<file path="src/rtl/pc_gen_if.sv">
// Fetch-stage PC generator bus.
// master: pipeline/control side. It drives stall, if_ready and the redirect requests, and it
//         observes the PC outputs.
// slave : the pc_gen block itself.
// Signals:
//   stall, if_ready            pipeline control into the generator
//   br_redirect / br_target    branch or jump redirect (1-cycle pulse)
//   ex_redirect / ex_target    exception or ertn redirect (1-cycle pulse)
//   pc, pc_valid, pc_next      current fetch PC, its legality, and its next value
//   redir_pend, adef           held-redirect flag and sticky misalignment fault
interface pc_gen_if #(
  parameter int unsigned XLEN = 32
) ();
  logic            stall;
  logic            if_ready;
  logic            br_redirect;
  logic [XLEN-1:0] br_target;
  logic            ex_redirect;
  logic [XLEN-1:0] ex_target;
  logic [XLEN-1:0] pc;
  logic            pc_valid;
  logic [XLEN-1:0] pc_next;
  logic            redir_pend;
  logic            adef;

  modport master (
    output stall, if_ready, br_redirect, br_target, ex_redirect, ex_target,
    input  pc, pc_valid, pc_next, redir_pend, adef
  );

  modport slave (
    input  stall, if_ready, br_redirect, br_target, ex_redirect, ex_target,
    output pc, pc_valid, pc_next, redir_pend, adef
  );
endinterface

</file>
<file path="src/rtl/pc_gen.sv">
// Program-counter generator for the fetch stage.
//
// Holds the fetch PC. The PC advances sequentially unless a redirect is taken.
// Redirect priority is: exception, then branch, then a held (pending) redirect, then
// sequential advance. A redirect that arrives while the pipeline is stalled is held
// until the stall drops. A misaligned redirect target raises a sticky ADEF fault.
// The fault is cleared only by an aligned exception redirect.
//
// Ports:
//   clk    clock. All state updates on the falling edge when NEG_EDGE=1,
//          and on the rising edge otherwise.
//   rst_n  asynchronous active-low reset
//   bus    pc_gen_if slave modport (control and redirect inputs, PC outputs)
module pc_gen #(
  parameter int unsigned     XLEN        = 32,
  parameter logic [XLEN-1:0] RESET_PC    = '0,
  parameter int unsigned     INST_BYTES  = 4,
  parameter bit              NEG_EDGE    = 1'b1,
  parameter bit              CHECK_ALIGN = 1'b1
) (
  input  logic     clk,
  input  logic     rst_n,
  pc_gen_if.slave  bus
);

  localparam logic [XLEN-1:0] Inc = XLEN'(INST_BYTES);

  typedef enum logic [1:0] {StBoot, StRun, StFault} state_e;
  typedef enum logic [1:0] {PendNone, PendBr, PendEx} pend_e;

  state_e          state_q, state_d;
  pend_e           pend_kind_q, pend_kind_d;
  logic [XLEN-1:0] pend_tgt_q, pend_tgt_d;
  logic [XLEN-1:0] pc_q, pc_d;
  logic            valid_q, valid_d;
  logic            adef_q, adef_d;

  logic            apply;
  logic [XLEN-1:0] tgt;
  logic            misaligned;

  // Active edge select: the falling-edge variant clocks all state from the inverted clock.
  logic act_clk;
  if (NEG_EDGE) begin : g_neg_edge
    assign act_clk = ~clk;
  end else begin : g_pos_edge
    assign act_clk = clk;
  end

  assign misaligned = CHECK_ALIGN && (tgt[1:0] != 2'b00);

  always_comb begin
    state_d     = state_q;
    pend_kind_d = pend_kind_q;
    pend_tgt_d  = pend_tgt_q;
    pc_d        = pc_q;
    valid_d     = valid_q;
    adef_d      = adef_q;
    apply       = 1'b0;
    tgt         = '0;

    unique case (state_q)
      StBoot: begin
        state_d = StRun;
        valid_d = 1'b1;
        // Redirects seen during boot are parked and applied once running.
        if (bus.ex_redirect) begin
          pend_kind_d = PendEx;
          pend_tgt_d  = bus.ex_target;
        end else if (bus.br_redirect && pend_kind_q != PendEx) begin
          pend_kind_d = PendBr;
          pend_tgt_d  = bus.br_target;
        end
      end

      StRun: begin
        if (bus.stall) begin
          // A held exception is never displaced by a later branch.
          if (bus.ex_redirect) begin
            pend_kind_d = PendEx;
            pend_tgt_d  = bus.ex_target;
          end else if (bus.br_redirect && pend_kind_q != PendEx) begin
            pend_kind_d = PendBr;
            pend_tgt_d  = bus.br_target;
          end
        end else begin
          if (bus.ex_redirect) begin
            apply = 1'b1;
            tgt   = bus.ex_target;
          end else if (bus.br_redirect) begin
            apply = 1'b1;
            tgt   = bus.br_target;
          end else if (pend_kind_q != PendNone) begin
            apply = 1'b1;
            tgt   = pend_tgt_q;
          end

          if (apply) begin
            // A redirect flushes the fetch, so if_ready does not matter here.
            pend_kind_d = PendNone;
            pend_tgt_d  = '0;
            pc_d        = tgt;
            if (misaligned) begin
              // The bad target stays in pc so the handler can report it as BADV.
              valid_d = 1'b0;
              adef_d  = 1'b1;
              state_d = StFault;
            end
          end else if (bus.if_ready) begin
            pc_d = pc_q + Inc;
          end
        end
      end

      StFault: begin
        if (bus.stall) begin
          if (bus.ex_redirect) begin
            pend_kind_d = PendEx;
            pend_tgt_d  = bus.ex_target;
          end
        end else begin
          if (bus.ex_redirect) begin
            apply = 1'b1;
            tgt   = bus.ex_target;
          end else if (pend_kind_q == PendEx) begin
            apply = 1'b1;
            tgt   = pend_tgt_q;
          end

          if (apply) begin
            pend_kind_d = PendNone;
            pend_tgt_d  = '0;
            pc_d        = tgt;
            if (!misaligned) begin
              valid_d = 1'b1;
              adef_d  = 1'b0;
              state_d = StRun;
            end
          end
        end
      end

      default: begin
        state_d = StBoot;
      end
    endcase
  end

  always_ff @(posedge act_clk or negedge rst_n) begin
    if (!rst_n) begin
      state_q     <= StBoot;
      pend_kind_q <= PendNone;
      pend_tgt_q  <= '0;
      pc_q        <= RESET_PC;
      valid_q     <= 1'b0;
      adef_q      <= 1'b0;
    end else begin
      state_q     <= state_d;
      pend_kind_q <= pend_kind_d;
      pend_tgt_q  <= pend_tgt_d;
      pc_q        <= pc_d;
      valid_q     <= valid_d;
      adef_q      <= adef_d;
    end
  end

  assign bus.pc         = pc_q;
  assign bus.pc_valid   = valid_q;
  assign bus.pc_next    = pc_d;
  assign bus.redir_pend = (pend_kind_q != PendNone);
  assign bus.adef       = adef_q;

endmodule

</file>
<file path="src/flat_wrapper.sv">
// flat-port wrapper written by rule: the top's interface ports become plain ports
module pc_gen_flat 
#(
  parameter int unsigned     XLEN        = 32,
  parameter logic [XLEN-1:0] RESET_PC    = '0,
  parameter int unsigned     INST_BYTES  = 4,
  parameter bit              NEG_EDGE    = 1'b1,
  parameter bit              CHECK_ALIGN = 1'b1
)
  (clk, rst_n, bus_stall, bus_if_ready, bus_br_redirect, bus_br_target, bus_ex_redirect, bus_ex_target, bus_pc, bus_pc_valid, bus_pc_next, bus_redir_pend, bus_adef);
  pc_gen_if #(.XLEN(XLEN)) bus_i ();
  input  logic clk;
  input  logic rst_n;
  input wire logic [$bits(bus_i.stall)-1:0] bus_stall;
  input wire logic [$bits(bus_i.if_ready)-1:0] bus_if_ready;
  input wire logic [$bits(bus_i.br_redirect)-1:0] bus_br_redirect;
  input wire logic [$bits(bus_i.br_target)-1:0] bus_br_target;
  input wire logic [$bits(bus_i.ex_redirect)-1:0] bus_ex_redirect;
  input wire logic [$bits(bus_i.ex_target)-1:0] bus_ex_target;
  output wire logic [$bits(bus_i.pc)-1:0] bus_pc;
  output wire logic [$bits(bus_i.pc_valid)-1:0] bus_pc_valid;
  output wire logic [$bits(bus_i.pc_next)-1:0] bus_pc_next;
  output wire logic [$bits(bus_i.redir_pend)-1:0] bus_redir_pend;
  output wire logic [$bits(bus_i.adef)-1:0] bus_adef;
  assign bus_i.stall = bus_stall;
  assign bus_i.if_ready = bus_if_ready;
  assign bus_i.br_redirect = bus_br_redirect;
  assign bus_i.br_target = bus_br_target;
  assign bus_i.ex_redirect = bus_ex_redirect;
  assign bus_i.ex_target = bus_ex_target;
  assign bus_pc = bus_i.pc;
  assign bus_pc_valid = bus_i.pc_valid;
  assign bus_pc_next = bus_i.pc_next;
  assign bus_redir_pend = bus_i.redir_pend;
  assign bus_adef = bus_i.adef;
  pc_gen #(.XLEN(XLEN), .RESET_PC(RESET_PC), .INST_BYTES(INST_BYTES), .NEG_EDGE(NEG_EDGE), .CHECK_ALIGN(CHECK_ALIGN)) u_core (.clk(clk), .rst_n(rst_n), .bus(bus_i));
endmodule
</file>
<file path="config.mk">
export PLATFORM = sky130hd
export DESIGN_NAME = pc_gen_flat
export DESIGN_NICKNAME = d
export VERILOG_FILES = /design/src/rtl/pc_gen_if.sv /design/src/rtl/pc_gen.sv /design/src/flat_wrapper.sv
export SDC_FILE = /design/constraint.sdc
export NUM_CORES = 1
export LEC_CHECK = 0
export CORE_AREA = 5 5 131 133
export DETAILED_ROUTE_END_ITERATION = 6
export DIE_AREA = 0 0 136 138
export PLACE_DENSITY = 0.7
export SYNTH_ARGS = -nofsm -noshare
export SYNTH_HDL_FRONTEND = slang
export SYNTH_SLANG_ARGS = --single-unit
</file>
<file path="constraint.sdc">
create_clock -name clk -period 3.1 [get_ports clk]
set_clock_uncertainty 0.05 [all_clocks]
set_input_delay 0.62 -clock clk [delete_from_list [all_inputs] [get_ports clk]]
set_output_delay 0.62 -clock clk [all_outputs]
set_load 0.02 [all_outputs]
</file>
# Yosys cells after proc, flatten, opt, wreduce, memory -nomap -nowiden
# Cells that the tools add are included.
[classes]
eq_ne = 13
n_mux = 60
addsub = 1
n_reduce_logical = 10
[op_table]
columns = ["cell", "count"]
rows = [
  ["$mux W32", 17],
  ["$pmux W32 S3", 1],
  ["$pmux W32 S2", 1],
  ["$add A32 B3 Y32 const B", 1],
  ["$mux W2", 15],
  ["$mux W1", 21],
  ["$reduce_and A7 Y1", 2],
  ["$pmux W2 S3", 2],
  ["$ne A2 B2 Y1 const B", 4],
  ["$ne A2 B1 Y1 const B", 3],
  ["$ne A3 B2 Y1 const B", 2],
  ["$reduce_and A6 Y1", 1],
  ["$reduce_bool A2 Y1", 3],
  ["$eq A2 B2 Y1 const B", 2],
  ["$pmux W2 S2", 1],
  ["$reduce_and A4 Y1", 1],
  ["$ne A3 B3 Y1 const B", 1],
  ["$pmux W1 S3", 1],
  ["$reduce_bool A3 Y1", 1],
  ["$eq A2 B1 Y1 const B", 1],
  ["$logic_not A2 Y1", 1],
  ["$pmux W1 S2", 1],
  ["$logic_and A1 B1 Y1", 1],
]
[word_totals]
wordCells = 90
regBits = 70

# Logic depth before layout (Yosys ltp)
# Gate-level depths: netlist of the first run.
[depth]
word_depth = 11
ltp_mapped = 10
ltp_nobuf = 8

==> results of run 1 <==
==> worst paths after layout <==
check | from | end | slack, ps
max in group asynchronous | rst_n | u_core.bus.pc[22]$_DFF_NN0_ | 970
setup reg to reg | u_core.state_q[0]$_DFFE_NN0P_ | u_core.pend_tgt_q[22]$_DFFE_NN0P_ | 350
min in group asynchronous | rst_n | u_core.pend_tgt_q[12]$_DFFE_NN0P_ | 1530
setup / recovery | u_core.pend_kind_q[1]$_DFFE_NN0P_ | bus_pc_next[8] | -2040
hold reg to reg | u_core.pend_tgt_q[30]$_DFFE_NN0P_ | u_core.pend_tgt_q[30]$_DFFE_NN0P_ | 400
hold / removal | u_core.pend_tgt_q[30]$_DFFE_NN0P_ | u_core.pend_tgt_q[30]$_DFFE_NN0P_ | 400
==> metrics by stage <==
stage	TNS, ps	std cells	utilization
6_report	-108310	1519	0.865
5_1_grt	-109400	1519	0.865
4_1_cts	-82940	1488	0.796
3_5_place_dp	-128870	1382	0.638
3_3_place_gp	-127730	1382	0.638
2_1_floorplan	-65440	825	-
==> synth_stat cells (all sizes together), types with 21 or more instances <==
master,n,share of area
a211oi,29,0.035
a21oi,57,0.047
and3,24,0.024
buf,40,0.037
clkbuf,35,0.022
dfrtn,70,0.28
mux2i,26,0.042
nand2,75,0.046
nand3,21,0.017
nor2,73,0.045
nor3,29,0.027
o21ai,135,0.11
==> routing by layer <==
layer,vias to the layer above,routed length (um),GRT usage
li1,4081,-,-
met1,5041,14800,0.486
met2,1365,19700,0.593
met3,569,7380,0.111
met4,0,5270,0.198
met5,-,0,0
==> worst max-delay path, stage by stage, from the launching register on <==
cell                       delay, ps
sky130_fd_sc_hd__dfrtn_1         420
sky130_fd_sc_hd__buf_4           170
sky130_fd_sc_hd__nor4_4          470
sky130_fd_sc_hd__buf_4           260
sky130_fd_sc_hd__buf_6           130
sky130_fd_sc_hd__buf_12          130
sky130_fd_sc_hd__a211oi_4         60
sky130_fd_sc_hd__a21oi_1         180
sky130_fd_sc_hd__o21ai_1         120
sky130_fd_sc_hd__a221o_1         410
sky130_fd_sc_hd__buf_4           190
==> power by group <==
group          total, uW  leakage, uW  internal, uW  switching [uW]
logic              11000      0.00494          4970            6040
clock network       1150     0.000152           665             488
registers           1680     0.000906          1310             370
total              13800      0.00600          6940            6900
==> kinds of logic after synthesis <==
family | synth area share
fa+ha+maj | 0.0101
buf+inv | 0.0702
compound gates | 0.345
flops | 0.283
simple gates | 0.223
xor+xnor | 0.00567
mux | 0.0621
==> flip-flops by register name, indices dropped and copies added (netlist names) <==
signal               count
u_core.bus.pc_valid      1
u_core.pend_tgt_q       32
u_core.bus.adef          1
u_core.pend_kind_q       2
u_core.state_q           2
u_core.bus.pc           32
==> repair_timing <==
item                       4_1_cts  5_1_grt
resized for setup              678      238
gates cloned                    13        2
setup endpoints to repair      137      137
setup buffers                   86       57
pin swaps                       94       82
==> cell type report <==
| class | instances | area, um^2 | share of cell area |
|---|---|---|---|
| clock buffer | 12 | 256 | 0.0189 |
| clock inverter | 4 | 45.0 | 0.00331 |
| inverter | 19 | 88.8 | 0.00653 |
| multi-input combinational | 662 | 5820 | 0.428 |
| sequential | 70 | 1750 | 0.129 |
| tap | 216 | 270 | 0.0199 |
| timing repair buffer | 536 | 5360 | 0.394 |
==> flow_metrics.py, run 1 <==
metrics = {
    "global_route": {
        "antenna_found_initial": 0,
        "groute.usage.overall": 0.384,
        "grt_first_pass_wirelength_um": 57100,
        "grt_remaining_overflow": 0,
        "grt_pass1_vias": 9748,
        "grt_start_max_net_pins": 27,
    },
    "die": {
        "rows": 46,
        "ioPinCount": 137,
        "floorplan.die.height_um": 138,
        "placeableCoreArea_um2": 15700,
        "design.die.area_um2": 18800,
        "die-width_um": 136,
        "start_util": 0.393,
    },
    "synthesis": {
        "synth-seq-cells": 70,
        "synth.distinct_cells": 70,
        "seq_area_frac_synth": 0.283,
        "ys.flop_type": "sky130_fd_sc_hd__dfrtn_1",
        "synth_enable_flop_cells": 0,
        "post_synth_instance_area_um2": 6180,
        "synth-async-reset-ratio": 1.00,
        "post_synth_inst_count": 825,
        "ys_warn_count": 0,
        "post_synth.cell_area_avg_um2": 7.49,
        "synthesized_net_count": 900,
    },
    "clocking": {
        "cts-htree-levels": 3,
        "hold_fix_buffers_cts": 0,
        "cts_made_buffers": 9,
        "cts_num_sinks": 70,
        "ctsRootBufferMaster": "sky130_fd_sc_hd__clkbuf_16",
        "worstSkewPairLatency_ps": 370,
        "clock_pin_transition_on_the_worst_setup_and_hold_timing_paths_ps": 50,
        "tritoncts": "built",
        "cts_buffer_depth": 2,
    },
    "finish": {
        "final.fill_count": 660,
        "layout_common_cells": "sky130_fd_sc_hd__buf_4, sky130_fd_sc_hd__buf_6, sky130_fd_sc_hd__dfrtn_1, sky130_fd_sc_hd__clkdlybuf4s50_1, sky130_fd_sc_hd__o21ai_2",
        "antenna_cells_inserted": 0,
        "stdcell_area_um2": 13600,
        "layout-area-overhead-vs-synth_pct": 120,
        "layout-drive-gt1-share": 0.605,
        "layout_commonest_cell": "sky130_fd_sc_hd__buf_4",
        "final_net_count": 1373,
    },
    "min_path": {
        "min_path_type": "flip-flop to flip-flop",
        "worstHoldPathCells": 2,
    },
    "drt": {
        "remaining_drc_errors": 103,
        "avgRoutedWirePerCell_um": 31.1,
        "routed_wire_length_um": 47200,
        "final_antenna_net_count": 0,
        "firstDrtPassIters": 7,
        "detail_route.iter0.violations": 2138,
        "routed_via_density": 7.28,
        "vias_post_dr": 11100,
    },
    "setup_path": {
        "critical_path.max_fanout": 7,
        "criticalPathCategory": "flip-flop to primary output",
        "kind_of_capture_point_of_the_worst_setup_path": "primary output",
        "cp_data_required_time_ps": 2430,
        "worst_r2r_path_depth": 11,
        "crit_arrival_ps": 4470,
        "timing.critical_path.from_type": "flip-flop",
    },
    "sta": {
        "setup-violations-final": 137,
        "slew_violations": 0,
        "final.setup.worst_slack_ps": -2040,
        "final-hold-violation-count": 0,
        "timing.max_slew.rel_slack": 0.563,
        "rsz_0062_raised_after_global_routing": "yes",
        "timing_worst_slew_pin_value_ps": 654,
        "fin_worst_hold_slack_ps": 399,
    },
    "place": {
        "pre_cts_ws_ps": -1690,
        "globalplace.congestion": 0.971,
        "post-dp-hpwl_um": 21700,
        "buffer_ports.inserted": 136,
        "postPlaceCellArea_um2": 10000,
    },
    "status": {
        "outcome": "finished with violations",
        "failing_checks": "DRC, setup timing",
    },
    "pwr": {
        "ir_drop_mv": 0.607,
        "cellPowerDensity_nw_per_um2": 1020,
        "power_uw": 13800,
        "leakagePower_uw": 0.00600,
    },
    "flow_run": {
        "drv_cap": 0,
    },
}
No activity file was read; power rests on OpenSTA's default activity.
==> run 2: changes to the inputs <==
CORE_AREA = 5 5 139 141   (was 5 5 131 133)
DIE_AREA = 0 0 144 146   (was 0 0 136 138)
PLACE_DENSITY = 0.63   (was 0.7)
==> run 2 against run 1 <==
  * The flow still finishes with violations (DRC, setup timing)
  * Cell area is 0.74% higher
  * Global-route usage down 5.7 points
  * Final cell count fell by 0.26%
  * Via count fell by 8.9%
  * Total power is 1.5% lower
  * Setup slack better by 380 ps
  * First-iteration DRC count down 17%
  * Clock-buffer cell count shrank 1
  * Sequential power about the same
  * Register-to-register slack better by 230 ps
  * Sequential share of layout area decreased by 0.094 points
  * Non-clock buffer count down 17
  * Largest power group unchanged
==> flow_metrics.py, run 2 (synthesis gave the netlist of run 1 again) <==
metrics = {
    "status": {
        "outcome": "finished with violations",
        "failing_checks": "DRC, setup timing",
    },
    "min_path": {
        "min_path_type": "flip-flop to flip-flop",
        "worstHoldPathCells": 2,
    },
    "finish": {
        "layout_common_cells": "sky130_fd_sc_hd__buf_4, sky130_fd_sc_hd__buf_6, sky130_fd_sc_hd__dfrtn_1, sky130_fd_sc_hd__clkdlybuf4s50_1, sky130_fd_sc_hd__nor2_1",
        "finish.cell_count_without_fillers": 1515,
        "layout-area-overhead-vs-synth_pct": 122,
        "layout_commonest_cell": "sky130_fd_sc_hd__buf_4",
        "final.fill_count": 990,
        "antenna_cells_inserted": 0,
        "final_net_count": 1356,
        "layout-drive-gt1-share": 0.606,
        "stdcell_area_um2": 13700,
    },
    "drt": {
        "routed_via_density": 6.65,
        "firstDrtPassIters": 7,
        "detail_route.iter0.violations": 1772,
        "vias_post_dr": 10100,
        "avgRoutedWirePerCell_um": 26.5,
        "routed_wire_length_um": 40200,
        "final_antenna_net_count": 0,
        "remaining_drc_errors": 16,
    },
    "clocking": {
        "cts_buffer_depth": 2,
        "cts_num_sinks": 70,
        "ctsRootBufferMaster": "sky130_fd_sc_hd__clkbuf_16",
        "worstSkewPairLatency_ps": 370,
        "tritoncts": "built",
        "cts-htree-levels": 3,
        "clock_pin_transition_on_the_worst_setup_and_hold_timing_paths_ps": 50,
        "cts_made_buffers": 9,
    },
    "pwr": {
        "leakagePower_uw": 0.00593,
        "ir_drop_mv": 0.813,
        "cellPowerDensity_nw_per_um2": 996,
    },
    "global_route": {
        "grt_pass1_vias": 9390,
        "grt_first_pass_wirelength_um": 53800,
        "antenna_found_initial": 1,
        "groute.usage.overall": 0.328,
        "grt_start_max_net_pins": 71,
        "grt_remaining_overflow": 0,
    },
    "setup_path": {
        "timing.critical_path.max_delay_family": "simple AND/OR/NAND/NOR gates",
        "worst_r2r_path_depth": 11,
        "worstPathCellList": "or3b_4, buf_2, buf_4, o21ai_0, a21oi_1, o21ai_0, nand3_2, buf_6",
        "crit_path_top_delay_cell": "sky130_fd_sc_hd__dfrtn_1",
        "worst-path-buf-inv": 3,
        "critical_path.max_fanout": 6,
        "timing.critical_path.from_type": "flip-flop",
        "crit_path_frequent_cell": "sky130_fd_sc_hd__o21ai_0",
        "kind_of_capture_point_of_the_worst_setup_path": "primary output",
        "crit_arrival_ps": 4090,
        "criticalPathCategory": "flip-flop to primary output",
        "cp_data_required_time_ps": 2430,
        "critical_path.max_stage_delay_ps": 520,
        "cp.depth": 8,
    },
    "flow_run": {
        "drv_cap": 0,
    },
    "die": {
        "floorplan.die.height_um": 146,
        "placeableCoreArea_um2": 17800,
        "ioPinCount": 137,
        "design.die.area_um2": 21000,
        "start_util": 0.347,
        "die-width_um": 144,
        "rows": 49,
    },
    "place": {
        "post-dp-hpwl_um": 22400,
        "buffer_ports.inserted": 136,
        "postPlaceCellArea_um2": 9990,
        "total_instance_count_after_detailed_placement": 1380,
        "globalplace.congestion": 0.972,
    },
    "sta": {
        "final.setup.worst_slack_ps": -1660,
        "timing.max_slew.rel_slack": 0.702,
        "slew_violations": 0,
        "rsz_0062_raised_after_global_routing": "yes",
        "setup-violations-final": 137,
        "final-hold-violation-count": 0,
        "timing_worst_slew_pin_value_ps": 443,
    },
}
[run 2: final timing paths]
check                      slack, ps                              start                                end
setup / recovery               -1660  u_core.pend_kind_q[1]$_DFFE_NN0P_                    bus_pc_next[20]
hold / removal                   440   u_core.pend_tgt_q[5]$_DFFE_NN0P_   u_core.pend_tgt_q[5]$_DFFE_NN0P_
setup reg to reg                 580      u_core.state_q[1]$_DFFE_NN0P_  u_core.pend_tgt_q[19]$_DFFE_NN0P_
hold reg to reg                  440   u_core.pend_tgt_q[5]$_DFFE_NN0P_   u_core.pend_tgt_q[5]$_DFFE_NN0P_
max in group asynchronous        960                              rst_n        u_core.bus.pc[14]$_DFF_NN0_
min in group asynchronous       1640                              rst_n  u_core.pend_tgt_q[28]$_DFFE_NN0P_
[run 2: metal layers]
layer	routed length [um]	up-vias	global-route usage	part of all wire
met4	3230	2	0.159	0.080
met2	18100	945	0.510	0.45
li1	-	4045	-	-
met5	13	-	0	0.00032
met1	14100	4746	0.410	0.35
met3	4710	334	0.0983	0.12
[run 2: worst register-to-register path, delay by kind of cell (launching register included)]
family / cells / cell delay, ps
adder cells (fa/ha/maj): 1 / 330
AND/OR/NAND/NOR: 1 / 70
flip-flops: 1 / 520
buffers and inverters: 6 / 790
AO/OA/AOI/OAI: 3 / 600
[run 2: where the power goes]
group	internal (uW)	total [uW]	switching (uW)	leakage, uW
registers	1310	1660	351	0.000906
logic	5110	10700	5630	0.00486
clock network	750	1240	487	0.000162
total	7160	13600	6470	0.00593
[run 2: through the flow]
stage                     hold WS, ps  setup TNS (ps)  total power (uW)  setup slack (ps)  utilization
after floorplan                   373          -65440              5340             -1200            -
after global placement            390         -126750              8680             -1570        0.560
after detailed placement          405         -128860              8750             -1610        0.560
after CTS                         393          -78130             12000             -1480        0.704
after global routing              462          -92510             14000             -1680        0.768
final                             436          -87950             13600             -1660        0.768
[run 2: layout make-up]
class | count | area [um^2] | area share
well taps | 229 | 287 | 0.0209
clock inverters | 5 | 81.3 | 0.00594
clock buffers | 11 | 253 | 0.0185
multi-input cells | 662 | 5870 | 0.428
repair buffers | 519 | 5370 | 0.392
flip-flops and latches | 70 | 1750 | 0.128
inverters | 19 | 88.8 | 0.00649
[run 2: repair_timing]
action                                  in CTS  in global routing
pin swaps                                   97                 95
buffers inserted                            90                 48
endpoints found under the setup margin     137                137
resized for setup                          717                201
hold buffers                                 0                  0
endpoints found under the hold margin        0                  0
cloned                                      12                  3
==> run 3: changes to the inputs <==
CTS_CLUSTER_SIZE = 12   (was not set)
==> results of run 3 <==
Final layout, timing and power as in run 2 (identical DEF).
